--- src/rtl/osd_pkg.sv ---
// Shared encodings and command constants for the OSD strobe-bus initiator.
package osd_pkg;

    localparam logic [1:0] OP_DISABLE = 2'd0;
    localparam logic [1:0] OP_ENABLE  = 2'd1;
    localparam logic [1:0] OP_WRITE   = 2'd2;
    localparam logic [1:0] OP_NOP     = 2'd3;

    localparam logic [7:0] CMD_ENABLE = 8'h40;
    localparam logic [7:0] CMD_WRITE  = 8'h20;

    localparam int unsigned ROW_BYTES  = 256;
    localparam int unsigned INFO_WORDS = 5;

    typedef enum logic [1:0] {
        StIdle,
        StLo,
        StHi,
        StGap
    } phy_state_e;

    // Low bit of the ENABLE base doubles as the on/off flag, so DISABLE is the bare base.
    function automatic logic [15:0] cmd_word(
        input logic [1:0] op,
        input logic       info,
        input logic       nostatus,
        input logic       highres,
        input logic [4:0] row
    );
        logic [7:0] w_lo;
        w_lo = 8'h00;
        case (op)
            OP_DISABLE: w_lo = CMD_ENABLE;
            OP_ENABLE:  w_lo = CMD_ENABLE | {4'b0000, nostatus, info, 2'b01};
            OP_WRITE:   w_lo = CMD_WRITE | {4'b0000, highres, 3'b000} | {3'b000, row};
            default:    w_lo = 8'h00;
        endcase
        return {8'h00, w_lo};
    endfunction

endpackage

--- src/rtl/osd_strobe_phy.sv ---
// Strobe-bus word timing: LO/HI phases per word, GAP after the frame, and the io_* registers.
module osd_strobe_phy
    import osd_pkg::*;
#(
    parameter int unsigned STROBE_LO = 2,
    parameter int unsigned STROBE_HI = 2,
    parameter int unsigned GAP       = 4
) (
    input  logic        clk_sys,
    input  logic        reset,
    input  logic        i_word_valid,
    input  logic        i_word_last,
    input  logic        i_word_fetch,
    input  logic [15:0] i_word,
    input  logic [7:0]  i_rd_data,
    output logic        o_word_accept,
    output logic        o_fetch,
    output logic        o_done,
    output logic        io_osd,
    output logic        io_strobe,
    output logic [15:0] io_din
);

    if (STROBE_LO < 2) begin : g_chk_lo
        $error("osd_strobe_phy: STROBE_LO must be >= 2");
    end
    if (STROBE_HI < 1) begin : g_chk_hi
        $error("osd_strobe_phy: STROBE_HI must be >= 1");
    end
    if (GAP < 2) begin : g_chk_gap
        $error("osd_strobe_phy: GAP must be >= 2");
    end

    localparam logic [7:0] LO_LAST  = 8'(STROBE_LO - 1);
    localparam logic [7:0] HI_LAST  = 8'(STROBE_HI - 1);
    localparam logic [7:0] GAP_LAST = 8'(GAP - 1);
    localparam logic [7:0] GAP_PRE  = 8'(GAP - 2);

    phy_state_e  r_state;
    logic [7:0]  r_tmr;
    logic        r_osd;
    logic        r_strobe;
    logic [15:0] r_din;
    logic        r_pass;
    logic        r_last;
    logic        r_fetch_word;
    logic        r_done;

    logic        w_hi_end;
    logic [15:0] w_next_din;

    assign w_hi_end      = (r_state == StHi) && (r_tmr == HI_LAST);
    assign o_word_accept = i_word_valid && ((r_state == StIdle) || (w_hi_end && !r_last));
    assign o_fetch       = (r_state == StLo) && r_fetch_word && (r_tmr == 8'd0);
    assign w_next_din    = i_word_fetch ? r_din : i_word;

    // RAM data is passed straight through in LO cycle 2, then held in r_din for the rest of the word.
    assign io_din    = r_pass ? {8'h00, i_rd_data} : r_din;
    assign io_osd    = r_osd;
    assign io_strobe = r_strobe;
    assign o_done    = r_done;

    always_ff @(posedge clk_sys or posedge reset) begin
        if (reset) begin
            r_state      <= StIdle;
            r_tmr        <= 8'd0;
            r_osd        <= 1'b0;
            r_strobe     <= 1'b0;
            r_din        <= 16'h0000;
            r_pass       <= 1'b0;
            r_last       <= 1'b0;
            r_fetch_word <= 1'b0;
            r_done       <= 1'b0;
        end else begin
            r_done <= 1'b0;
            case (r_state)
                StIdle: begin
                    if (o_word_accept) begin
                        r_state      <= StLo;
                        r_tmr        <= 8'd0;
                        r_osd        <= 1'b1;
                        r_din        <= w_next_din;
                        r_last       <= i_word_last;
                        r_fetch_word <= i_word_fetch;
                    end
                end
                StLo: begin
                    r_tmr <= r_tmr + 8'd1;
                    if (o_fetch) begin
                        r_pass <= 1'b1;
                    end
                    if (r_pass) begin
                        r_pass <= 1'b0;
                        r_din  <= {8'h00, i_rd_data};
                    end
                    if (r_tmr == LO_LAST) begin
                        r_state  <= StHi;
                        r_tmr    <= 8'd0;
                        r_strobe <= 1'b1;
                    end
                end
                StHi: begin
                    r_tmr <= r_tmr + 8'd1;
                    if (w_hi_end) begin
                        r_tmr    <= 8'd0;
                        r_strobe <= 1'b0;
                        if (o_word_accept) begin
                            r_state      <= StLo;
                            r_din        <= w_next_din;
                            r_last       <= i_word_last;
                            r_fetch_word <= i_word_fetch;
                        end else begin
                            r_state <= StGap;
                            r_osd   <= 1'b0;
                            r_din   <= 16'h0000;
                        end
                    end
                end
                StGap: begin
                    r_tmr <= r_tmr + 8'd1;
                    if (r_tmr == GAP_PRE) begin
                        r_done <= 1'b1;
                    end
                    if (r_tmr == GAP_LAST) begin
                        r_state <= StIdle;
                        r_tmr   <= 8'd0;
                    end
                end
                default: r_state <= StIdle;
            endcase
        end
    end

endmodule

--- src/rtl/osd_cmd_tx.sv ---
// OSD strobe-bus initiator: latches requests, sequences command/payload words, addresses the row RAM.
// Define OSD_TX_BURST_EN to let WRITE stream req_nrows+1 consecutive rows after one command.
module osd_cmd_tx
    import osd_pkg::*;
#(
    parameter int unsigned STROBE_LO = 2,
    parameter int unsigned STROBE_HI = 2,
    parameter int unsigned GAP       = 4
) (
    input  logic        clk_sys,
    input  logic        reset,
    input  logic        req_valid,
    output logic        req_ready,
    input  logic [1:0]  req_op,
    input  logic [4:0]  req_row,
    input  logic        req_highres,
    input  logic [4:0]  req_nrows,
    input  logic        req_info,
    input  logic        req_nostatus,
    input  logic [11:0] req_infox,
    input  logic [11:0] req_infoy,
    input  logic [5:0]  req_infow,
    input  logic [5:0]  req_infoh,
    input  logic [1:0]  req_rot,
    output logic        rd_en,
    output logic [12:0] rd_addr,
    input  logic [7:0]  rd_data,
    output logic        io_osd,
    output logic        io_strobe,
    output logic [15:0] io_din,
    output logic        done
);

`ifdef OSD_TX_BURST_EN
    localparam logic BURST_EN = 1'b1;
`else
    localparam logic BURST_EN = 1'b0;
`endif

    logic        r_ready;
    logic        r_active;
    logic        r_nop_done;
    logic [1:0]  r_op;
    logic [11:0] r_infox;
    logic [11:0] r_infoy;
    logic [5:0]  r_infow;
    logic [5:0]  r_infoh;
    logic [1:0]  r_rot;
    logic [8:0]  r_cnt;
    logic [12:0] r_addr;
    logic [4:0]  r_rows_left;

    logic        w_accept;
    logic        w_word_valid;
    logic        w_word_last;
    logic        w_word_fetch;
    logic [15:0] w_word;
    logic        w_word_accept;
    logic        w_fetch;
    logic        w_phy_done;

    assign w_accept  = req_valid && r_ready;
    assign req_ready = r_ready;
    assign rd_en     = w_fetch;
    assign rd_addr   = r_addr;
    assign done      = w_phy_done || r_nop_done;

    // While idle the command word comes straight from the request inputs so it lands on the accept edge.
    always_comb begin
        w_word_valid = 1'b0;
        w_word_last  = 1'b1;
        w_word_fetch = 1'b0;
        w_word       = 16'h0000;
        if (!r_active) begin
            w_word_valid = w_accept && (req_op != OP_NOP);
            w_word       = cmd_word(req_op, req_info, req_nostatus, req_highres, req_row);
            w_word_last  = (req_op == OP_DISABLE) || ((req_op == OP_ENABLE) && !req_info);
        end else begin
            case (r_op)
                OP_ENABLE: begin
                    w_word_valid = 1'b1;
                    w_word_last  = (r_cnt == 9'(INFO_WORDS - 1));
                    case (r_cnt)
                        9'd0:    w_word = {4'b0000, r_infox};
                        9'd1:    w_word = {4'b0000, r_infoy};
                        9'd2:    w_word = {10'b0, r_infow};
                        9'd3:    w_word = {10'b0, r_infoh};
                        default: w_word = {14'b0, r_rot};
                    endcase
                end
                OP_WRITE: begin
                    w_word_valid = 1'b1;
                    w_word_fetch = 1'b1;
                    w_word_last  = (r_addr[7:0] == 8'(ROW_BYTES - 1)) && (r_rows_left == 5'd0);
                end
                default: ;
            endcase
        end
    end

    always_ff @(posedge clk_sys or posedge reset) begin
        if (reset) begin
            r_ready     <= 1'b0;
            r_active    <= 1'b0;
            r_nop_done  <= 1'b0;
            r_op        <= OP_NOP;
            r_infox     <= 12'h000;
            r_infoy     <= 12'h000;
            r_infow     <= 6'h00;
            r_infoh     <= 6'h00;
            r_rot       <= 2'b00;
            r_cnt       <= 9'd0;
            r_addr      <= 13'h0000;
            r_rows_left <= 5'd0;
        end else begin
            r_nop_done <= w_accept && (req_op == OP_NOP);
            if (w_accept) begin
                r_ready     <= 1'b0;
                r_active    <= 1'b1;
                r_op        <= req_op;
                r_infox     <= req_infox;
                r_infoy     <= req_infoy;
                r_infow     <= req_infow;
                r_infoh     <= req_infoh;
                r_rot       <= req_rot;
                r_cnt       <= 9'd0;
                r_addr      <= {req_row, 8'h00};
                r_rows_left <= req_nrows & {5{BURST_EN}};
            end else begin
                if (done) begin
                    r_ready  <= 1'b1;
                    r_active <= 1'b0;
                end else if (!r_active) begin
                    r_ready <= 1'b1;
                end
                if (w_word_accept) begin
                    r_cnt <= r_cnt + 9'd1;
                end
                // Row index rolls over naturally with the 13-bit address.
                if (w_fetch) begin
                    r_addr <= r_addr + 13'd1;
                    if ((r_addr[7:0] == 8'hFF) && (r_rows_left != 5'd0)) begin
                        r_rows_left <= r_rows_left - 5'd1;
                    end
                end
            end
        end
    end

    osd_strobe_phy #(
        .STROBE_LO (STROBE_LO),
        .STROBE_HI (STROBE_HI),
        .GAP       (GAP)
    ) u_phy (
        .clk_sys       (clk_sys),
        .reset         (reset),
        .i_word_valid  (w_word_valid),
        .i_word_last   (w_word_last),
        .i_word_fetch  (w_word_fetch),
        .i_word        (w_word),
        .i_rd_data     (rd_data),
        .o_word_accept (w_word_accept),
        .o_fetch       (w_fetch),
        .o_done        (w_phy_done),
        .io_osd        (io_osd),
        .io_strobe     (io_strobe),
        .io_din        (io_din)
    );

endmodule
--- config.mk ---
export PLATFORM = sky130hd
export DESIGN_NAME = osd_cmd_tx
export DESIGN_NICKNAME = d
export VERILOG_FILES = /design/src/rtl/osd_pkg.sv /design/src/rtl/osd_strobe_phy.sv /design/src/rtl/osd_cmd_tx.sv
export SDC_FILE = /design/constraint.sdc
export NUM_CORES = 1
export LEC_CHECK = 0
export CORE_UTILIZATION = 49
export CTS_BUF_LIST = sky130_fd_sc_hd__clkbuf_8
export CTS_CLUSTER_DIAMETER = 40
export DETAILED_ROUTE_END_ITERATION = 7
export GPL_TIMING_DRIVEN = 0
export PLACE_DENSITY = 0.79
export SYNTH_ARGS = -nofsm -noshare
export SYNTH_HDL_FRONTEND = slang
export SYNTH_SLANG_ARGS = --single-unit
--- constraint.sdc ---
create_clock -name clk_sys -period 3.2 [get_ports clk_sys]
set_input_delay 0.32 -clock clk_sys [delete_from_list [all_inputs] [get_ports clk_sys]]
set_output_delay 0.32 -clock clk_sys [all_outputs]
set_load 0.02 [all_outputs]
==> results.yml <==
synthesis:
  synth_top_family_by_area: "simple AND/OR/NAND/NOR gates"
  yosys_warnings: 0
  yosysTopAreaCell: "dfrtp_1"
  synthDominantCellAreaShare: 0.471
  synth-xor-area-share: 0.0461
  synth.cell_area_um2: 5320
  syn_avg_cell_area_um2: 9.09
  synth_compound_area_frac: 0.119
  synth_edf_count: 0
  post_synth_fa_ha_maj_area_fraction: 0.0447
  synth.area.mux_share: 0.0247
  synth_ff_type: "dfrtp_1"
  yosysUniqueCellTypes: 63
  netlist_top_cells_area: "dfrtp_1, nand2_1, ha_1, nor2_1, xor2_1"
  post_synth_and_or_nand_nor_area_fraction: 0.251
  synthCells: 585
  yosysSeqAreaShare: 0.481
  asyncSetResetFlopFracSynth: 1.00
  mappedNetlistNets: 668
  synth-seq-cells: 102
setup_path:
  worst_ep_required_time_ns: 2.88
  critical_path_class: "reg2out"
  crit_fanout: 10
  worstSetupStartpointType: "flop"
  timing.critical_path.cells: "or4_4 -> nor3_4 -> buf_2 -> clkdlybuf4s50_1"
  crit_path_end_kind: "output pin"
  cpPeakStageDelay_ns: 0.65
  timing.reg2reg.setup_slack_ns: 0.52
  critical_path_launch_point: "u_phy.r_tmr[4]"
  critical_path_top_delay_cell: "clkdlybuf4s50_1"
  worst_reg2reg_startpoint: "r_op[0]"
  timing.critical_path.arrival_ns: 2.67
drt:
  detail_route.iter0.violations: 244
  vias_per_cell: 5.60
  post_drt_wl_per_cell_um: 16.3
  drt-total-wl_um: 13600
  drc: 0
  drt_first_pass_iters: 5
  routed_antenna_nets: 0
  route.vias.total: 4652
cts:
  worst_setup_hold_path_clk_slew_ns: 0.09
  cts_buffer_depth: 2
  cts_setup_buffers: 0
  cts_tree: "yes"
  cts.sinks: 102
  cts_made_buffers: 9
  htreeDepth: 3
  insertion_delay_to_the_later_sink_of_the_worst_skew_pair_ns: 0.37
  cts.root.buffer_cell: "clkbuf_8"
  hold_buffers: 0
  cts-resized-gates: 0
final_layout:
  final_net_count: 772
  area_growth_pct: 25.2
  layout.cell_area.non_filler_um2: 6660
  layout.cells.most_common: "nand2_1"
  layoutNonFillerInstCount: 830
  layout-drive-gt1-share: 0.0620
  commonest_non_fill_non_tap_cells_in_the_layout: "nand2_1, dfrtp_1, clkdlybuf4s50_1, nor2_1, clkbuf_1"
  antenna-diode-count: 0
timing:
  setup_repair_after_global_routing_missed_its_margin: "no"
  skew_ns: 0.00983
  min_period_ns: 2.99
  final_hold_viol_count: 0
  final_min_period_over_clock_period: 0.933
  hold_ws_ns: 0.283
  tightest_slew_ns: 0.685
  setup_viols_final: 0
  highest_clock_rate_mhz: 335
  drv_slew: 0
  tns_ns: 0
  max_slew_margin: 0.543
global_route:
  grt_start_max_net_pins: 74
  grt_overflow: 0
  global_route_wire_length_before_repair_um: 22600
  grt_antenna_before_repair: 0
  via_count_of_the_first_global_routing_pass: 4632
  global_router_s_overall_resource_usage: 0.258
job:
  cap_violations: 0
pwr:
  power-per-cell-area_nw_per_um2: 843
  max-vdd-ir-drop_mv: 0.444
  leakage_nw: 2.98
floorplanning:
  initial_core_util: 0.510
  core_region_area_um2: 10400
  ports: 98
  fp-row-count: 37
  floorplan.die_area_um2: 11300
  fp.dieW_um: 106
  die_height_um: 106
min_path:
  timing.hold.worst.class: "in2async"
place:
  io_buffers: 92
  gp_congestion: 0.872
  dpl.hpwl_um: 10000
  place_inst: 814
  placed_cell_area_um2: 6440
run_status:
  outcome: "finished clean"
layout make-up:
| cell class | count | area, um2 |
|---|---|---|
| sequential | 102 | 2550 |
| multi-input combinational | 437 | 2580 |
| fill | 874 | 3760 |
| clock buffer | 12 | 165 |
| buffer | 28 | 110 |
| clock inverter | 4 | 53.8 |
| tap | 136 | 170 |
| inverter | 18 | 70.1 |
| timing repair buffer | 93 | 948 |
registers in the layout, indices dropped and copies added, names as in the netlist:
signal,flops
u_phy.r_last,1
r_infoy,12
r_active,1
u_phy.r_din,16
u_phy.r_pass,1
r_infoh,6
u_phy.io_strobe,1
u_phy.io_osd,1
u_phy.r_fetch_word,1
r_nop_done,1
r_rows_left,5
r_rot,2
r_op,2
req_ready,1
r_infow,6
u_phy.o_done,1
r_cnt,9
u_phy.r_tmr,8
u_phy.r_state,2
r_infox,12
rd_addr,13
routing by layer:
metal  wire, um  GRT usage  up-vias
li1           -          -     2200
met1       5920      0.343     2231
met2       6320      0.417      194
met3        954     0.0417       27
met4        351      0.108        0
met5          0          0        -
per-stage QoR:
step | total power [mW] | setup slack, ns | utilization
5_1_grt | 6.00 | 0.0976 | 0.639
6_report | 5.61 | 0.214 | 0.639
2_1_floorplan | 3.78 | 0.208 | -
3_3_place_gp | 4.63 | -1.25 | 0.615
4_1_cts | 5.61 | 0.189 | 0.639
3_5_place_dp | 4.73 | 0.553 | 0.618
report_power, final:
group | switching, mW | total, mW | internal (mW)
clock network | 0.454 | 0.881 | 0.427
logic | 1.62 | 2.71 | 1.09
registers | 0.301 | 2.02 | 1.72
total | 2.37 | 5.61 | 3.24
kinds of logic after synthesis:
logic type               count (synthesis)
AO/OA/AOI/OAI                           90
flip-flops                             102
XOR/XNOR                                28
multiplexers                            12
adder cells (fa/ha/maj)                 19
AND/OR/NAND/NOR                        288
buffers and inverters                   46
Yosys cell counts, types with 2 or more instances:
master / number
o31a_1: 2
nor4_1: 4
o22a_1: 3
nor3_1: 5
and4_1: 2
buf_2: 4
dfrtp_1: 100
o21ai_1: 5
a21oi_1: 16
nor4b_1: 2
nor2_1: 40
xnor2_1: 11
clkbuf_1: 20
buf_1: 4
a22oi_1: 18
a221oi_1: 2
o21a_1: 3
o21ai_0: 10
ha_1: 19
o21bai_1: 2
inv_1: 18
a31oi_1: 9
dfstp_2: 2
nand4_1: 13
or2_2: 3
nand2_1: 164
nand3_1: 12
mux2_2: 8
and2_1: 8
mux2i_1: 3
or3_1: 3
xor2_1: 17
and3_1: 8
or4_1: 2
nor2b_1: 12
o2bb2ai_1: 4
final timing paths:
check | end | depth (start not counted)
worst max-delay path | rd_en | 4
worst min-delay path | r_infow[4] | 2
worst max register to register | u_phy.r_din[8] | 9
worst min register to register | r_infoh[3] | 2
max in group asynchronous | r_op[1] | 3
min in group clk_sys | r_infoh[4] | 3
worst max-delay path: cells and delay by family, from the launching register on:
| kind | cells | cell delay, ns |
|---|---|---|
| flops | 1 | 0.47 |
| buf+inv | 2 | 0.94 |
| simple gates | 2 | 0.88 |
(Power assumes the default switching activity.)
